## src/rtl/mem_loader.sv

```systemverilog
// mem_loader: loads a table from a streamed file (word beats then an end marker),
// zero-pads a short file, then serves registered reads once the table is complete.
module mem_loader #(
   parameter int DATA_WIDTH = 4,
   parameter int ADDR_WIDTH = 3,
   parameter int DEPTH      = 5
) (
   input  logic                  clk,
   input  logic                  reset,
   input  logic                  in_valid,
   input  logic [DATA_WIDTH-1:0] in_data,
   input  logic                  in_eof,
   output logic                  in_ready,
   input  logic [ADDR_WIDTH-1:0] address,
   input  logic                  enable,
   output logic [DATA_WIDTH-1:0] data_out,
   output logic                  load_done,
   output logic [ADDR_WIDTH:0]   load_count
);
   typedef enum logic [1:0] {LOAD, PAD, DONE} state_t;
   state_t state, state_next;
   logic [DATA_WIDTH-1:0] mem [DEPTH];
   logic [ADDR_WIDTH-1:0] wr_ptr;
   logic [DATA_WIDTH-1:0] wr_data;
   logic take, store, wr_en, last, in_range;
   assign in_ready  = state == LOAD && !reset;
   assign load_done = state == DONE;
   assign take      = in_valid && in_ready;
   assign store     = take && !in_eof;
   assign last      = wr_ptr == ADDR_WIDTH'(DEPTH - 1);
   assign in_range  = {1'b0, address} < (ADDR_WIDTH + 1)'(DEPTH);
   always_comb begin
      wr_en      = store || state == PAD;
      wr_data    = state == PAD ? '0 : in_data;
      state_next = state;
      if (take)
         state_next = in_eof ? PAD : (last ? DONE : LOAD);
      else if (state == PAD && last)
         state_next = DONE;
   end
   always_ff @(posedge clk)
      state <= reset ? LOAD : state_next;
   always_ff @(posedge clk) begin
      if (reset) begin
         wr_ptr     <= '0;
         load_count <= '0;
         data_out   <= '0;
      end else begin
         if (wr_en && !last)
            wr_ptr <= wr_ptr + 1'b1;
         if (store && load_count != (ADDR_WIDTH + 1)'(DEPTH))
            load_count <= load_count + 1'b1;
         if (load_done && enable)
            data_out <= in_range ? mem[address] : '0;
      end
   end
   // no reset on the table: a fresh load rewrites every entry before load_done rises
   always_ff @(posedge clk)
      if (!reset && wr_en)
         mem[wr_ptr] <= wr_data;
endmodule

```

## config.mk

```make
export PLATFORM = sky130hd
export DESIGN_NAME = mem_loader
export DESIGN_NICKNAME = d
export VERILOG_FILES = /design/src/rtl/mem_loader.sv
export SDC_FILE = /design/constraint.sdc
export NUM_CORES = 1
export LEC_CHECK = 0
export ABC_CLOCK_PERIOD_IN_PS = 2000
export CORE_MARGIN = 5
export CORE_UTILIZATION = 30
export CTS_BUF_LIST = sky130_fd_sc_hd__clkbuf_4 sky130_fd_sc_hd__clkbuf_8
export DETAILED_ROUTE_END_ITERATION = 8
export GPL_ROUTABILITY_DRIVEN = 0
export GPL_TIMING_DRIVEN = 0
export PLACE_DENSITY = 0.5
export SYNTH_ARGS = -nofsm -noshare
export SYNTH_HDL_FRONTEND = slang
export SYNTH_SLANG_ARGS = --single-unit
```

## constraint.sdc

```tcl
create_clock -name clk -period 2 [get_ports clk]
set_input_delay 0.4 -clock clk [delete_from_list [all_inputs] [get_ports clk]]
set_output_delay 0.4 -clock clk [all_outputs]
set_load 0.01 [all_outputs]
```

# == Word level (Yosys, flattened, before mapping) ==
# Memories as Yosys holds them, arrays and structs flattened.
# Index checks and enable logic that the tools add are counted.
# totals
ram_bits,20
mem_count,1
input_bits,12
out_inout_bits,10
regBits,13
# classes
reduce_logical,14
add_sub_neg,2
mux,8
n_eq_ne,4
n_lt_le_gt_ge,1
# mem_list
name,words,width,read_ports,rd_ports_with_merged_regs,wr,line,rtl
mem,5,4,1,0,1,22,logic [DATA_WIDTH-1:0] mem [DEPTH];
# ops
op,n
1-bit logical AND,8
2-bit 2-to-1 mux,4
4-bit 2-to-1 mux,2
4-bit by 1-bit adder with 4-bit output (second input constant),1
4-bit by 3-bit != test with 1-bit output (second input constant),1
3-bit by 1-bit adder with 3-bit output (second input constant),1
3-bit == test (second input constant),1
1-bit logical NOT,3
3-bit less-than comparator (second input constant),1
2-bit by 1-bit == test with 1-bit output (second input constant),1
2-bit == test (second input constant),1
2-bit logical NOT,1
1-bit 2-to-1 mux,2
2-bit nonzero test,1
1-bit logical OR,1

# == Logic depth before layout (Yosys ltp) ==
# Gate-level depths: netlist of the first run.
# depth
depth_word,8
mapped_depth,5
mapped_depth_nobuf,5

# == Least setup slack after synthesis of the first run ==
# No wires, ideal clock.
# synth_path
path_type,input-to-reg
start,input port reset
end,register wr_ptr[0]
path_slack_ns,0.306
stages,4
setup_ns,0.123
arrival_time_ns,1.570
required_ns,1.877
cell_sequence,buf_4 or4b_4 a21boi_2 mux2_1
# synth_via
elab_chain_cells,6
# synth_rtl
item,line,rtl
from (decl),9,"input logic reset,"
1-bit logical NOT,26,assign in_ready = state == LOAD && !reset;
1-bit logical AND,26,
1-bit logical AND,28,assign take = in_valid && in_ready;
1-bit logical AND,29,assign store = take && !in_eof;
1-bit logical OR,33,wr_en = store || state == PAD;
1-bit logical AND,49,if (wr_en && !last)
to (signal assigned),50,wr_ptr <= wr_ptr + 1'b1;
to (decl),23,logic [ADDR_WIDTH-1:0] wr_ptr;
# Parallel ways exist; a longest one is shown, timed or not.
# A chain may end at the register's enable or synchronous reset.

# == Worst setup path after layout of the first run ==
# layout_path
start,register state[1]
end,output port load_done
# layout_via
elab_chain_cells,1
# layout_rtl
item,line,rtl
from (decl),21,"state_t state, state_next;"
from (signal assigned),42,state <= reset ? LOAD : state_next;
2-bit == test,27,assign load_done = state == DONE;
to (decl),17,"output logic load_done,"
# No other way between the ends.

==> results.cfg, run 1 <==
[logic_synthesis]
avgSynthCellArea_um2 = 11.63
synth-edff-count = 20
syn-num-nets = 148
yosysSeqAreaShare_pct = 56.07
async_flop_share_pct = 0
netlist_area_um2 = 1535
ys_ff_latch = 33
synth.distinct_cells = 36
syn_inst = 132
synthFlopType = edfxtp_1
synth_warnings = 0

[clocking]
clock_latency_ns = 0.28
h-tree-depth = 2
holdBufCountCts = 0
cts_tree = done
clock_sinks = 33
numCtsBuffers = 5
clk_pin_slew_ns = 0.07
clockBufferDepth = 2
cts_root_buf = clkbuf_8

[pwr]
p_leak_nw = 0.6876
p_seq_share_pct = 49.3
netSwitchingPower_w = 0.0003270
clockPowerShare_pct = 42.1
p_comb_share_pct = 8.7
max-vdd-ir-drop_v = 0.0002655
power_w = 0.001537
swShare_pct = 21.28
power_density_nw_per_um2 = 778.4
p_int_w = 0.001210

[die]
rows = 26
die_h_um = 81.54
pin_count = 22
die_area_um2 = 6648
dieWidth_um = 81.54
initial_core_util_pct = 30.45
coreArea_um2 = 5042

[placed_design]
port_buffers = 20
hpwl_mm = 2.289
dp.cells = 222
place_ws_ns = -0.4265

[grt]
grt_pass1_wl_mm = 5.071
antenna_found_initial = 0
grt_overflow = 0
grt_max_degree = 12
grt_usage_pct = 10.22
grt_pass1_vias = 1036

[sta]
rsz0062_at_grt = no
hold_viol = 0
relSlewSlack_pct = 71.42
worst_slew_pin_slew_ns = 0.4287
setup_ws_ns = 0.1035
setup_viol = 0
drv_slew = 0
max_freq_mhz = 527.3
period_minus_slack_ns = 1.897
timing.setup.tns_ns = 0
fin_crit_sh_pct = 94.83
finClkSkew_ns = 0.004430

[worst_setup_path]
worst_ep_required_time_ns = 1.60
arrival_ns = 1.50
path_class = flip-flop to output pin
crit_fanout = 9
crit_path_top_delay_cell = clkdlybuf4s50_1
startpoint_type = flip-flop
end_kind = output pin
crit_chain = buf_6, nor2b_2, clkdlybuf4s50_1
slowest_delay_ns = 0.56

[routing]
wl_per_cell_um = 13.10
routed_wl_mm = 3.012
vias_per_cell = 4.465
drt_iter0_drc = 56
ant_nets = 0
firstDrtPassIters = 2
drc = 0
vias = 1027

[cells_and_area]
diodes = 0
final_cells = 230
syn2layout_area_growth_pct = 28.61
layout-drive-gt1-share_pct = 14.37
mostFrequentLayoutCells = clkdlybuf4s50_1, edfxtp_1, nor2_1, dfxtp_1, mux2i_1
fin_nets = 175

[run]
cap_violations = 0

[status]
status = complete, no violations

[worst_hold_path]
hold_path.class = flip-flop to flip-flop
-- layer usage --
| metal | GRT usage, % | vias to the layer above | part of all wire, % |
|---|---|---|---|
| li1 | - | 538 | - |
| met1 | 13.11 | 466 | 48 |
| met2 | 15.15 | 19 | 45 |
| met3 | 3.947 | 4 | 5.9 |
| met4 | 4.561 | 0 | 1.5 |
| met5 | 0 | - | 0 |
-- final cells by class --
type | instances | area (um^2)
fill | 489 | 3068
sequential | 33 | 862.1
multi-input combinational | 87 | 643.1
timing repair buffer | 21 | 207.7
tap | 70 | 87.58
clock buffer | 6 | 82.58
clock inverter | 2 | 37.54
buffer | 5 | 31.28
inverter | 6 | 22.52
-- flip-flops by register name, indices dropped and copies added, names as in the netlist --
register	flops
data_out	4
wr_ptr	3
state	2
mem	20
load_count	4
-- worst max-delay path: cells and delay by family, from the launching register on --
kind	cells	cell delay [ns]
AND/OR/NAND/NOR	1	0.18
flip-flops	1	0.33
buffers and inverters	2	0.70
-- power groups by stage --
stage | Clock [W] | Combinational (W) | Sequential [W]
final | 0.000647 | 0.000133 | 0.000757
after global routing | 0.000696 | 0.000150 | 0.000759
after CTS | 0.000665 | 0.000131 | 0.000757
after detailed placement | 0 | 0.000133 | 0.000767
after global placement | 0 | 0.000131 | 0.000766
after floorplan | 0 | 0.0000781 | 0.000765
-- what timing repair did --
item,in CTS,in global routing
pin swaps,0,1
endpoints found under the setup margin,14,21
gates resized for setup,5,2
setup buffers,0,1
-- path summary, 6_finish.rpt --
kind / cells past startpoint / to / slack [ns] / start
max: 3 / load_done / 0.10 / state[1]$_SDFFE_PP0P_
min: 1 / data_out[1]$_SDFFE_PP0P_ / 0.46 / data_out[1]$_SDFFE_PP0P_
max reg2reg: 4 / wr_ptr[0]$_SDFFE_PP0P_ / 0.36 / state[1]$_SDFFE_PP0P_
min reg2reg: 1 / data_out[1]$_SDFFE_PP0P_ / 0.46 / data_out[1]$_SDFFE_PP0P_
-- cell usage after synthesis, types with 3 or more instances --
| cell | instances | area (um^2) |
|---|---|---|
| edfxtp_1 | 20 | 600.6 |
| a32o_1 | 4 | 40.04 |
| a211oi_1 | 3 | 22.52 |
| dfxtp_1 | 13 | 260.3 |
| nor2_1 | 12 | 45.04 |
| inv_1 | 6 | 22.52 |
| nor3b_1 | 3 | 22.52 |
| nand2_1 | 3 | 11.26 |
| and2_1 | 5 | 31.28 |
| nand2b_1 | 5 | 31.28 |
| o21ai_0 | 6 | 30.03 |
| mux2i_1 | 7 | 70.07 |
| ha_1 | 4 | 50.05 |
| clkbuf_1 | 3 | 11.26 |
| a21oi_1 | 6 | 30.03 |
| nor3_1 | 3 | 15.01 |
| nor2b_1 | 6 | 37.54 |
-- through the flow --
stage,hold slack (ns),cell area [um^2],utilization [%]
2_1_floorplan,0.5014,1535,-
3_3_place_gp,0.4526,1823,36.15
3_5_place_dp,0.4545,1823,36.15
4_1_cts,0.4712,1963,38.93
5_1_grt,0.4897,1974,39.16
6_report,0.4642,1974,39.16
-- logic make-up (layout without fill, tap and decap cells) --
group           after synthesis  count (layout)  synth area share [%]
compound gates               27              27                 13.04
fa+ha+maj                     4               4                 3.260
buf+inv                      12              40                 3.749
flops                        33              33                 56.07
mux                           9               9                 6.031
simple gates                 47              47                 17.85
Note: power is estimated with default switching activity, not from simulation.
==> run 2, diff against run 1 <==
--- a/config.mk
+++ b/config.mk
@@ -6,6 +6,7 @@
 export NUM_CORES = 1
 export LEC_CHECK = 0
 export ABC_CLOCK_PERIOD_IN_PS = 2000
+export CAP_MARGIN = 15
 export CORE_MARGIN = 5
 export CORE_UTILIZATION = 30
 export CTS_BUF_LIST = sky130_fd_sc_hd__clkbuf_4 sky130_fd_sc_hd__clkbuf_8
==> results of run 2 <==
Same layout as run 1: the final DEF is identical, and so are final timing and power.
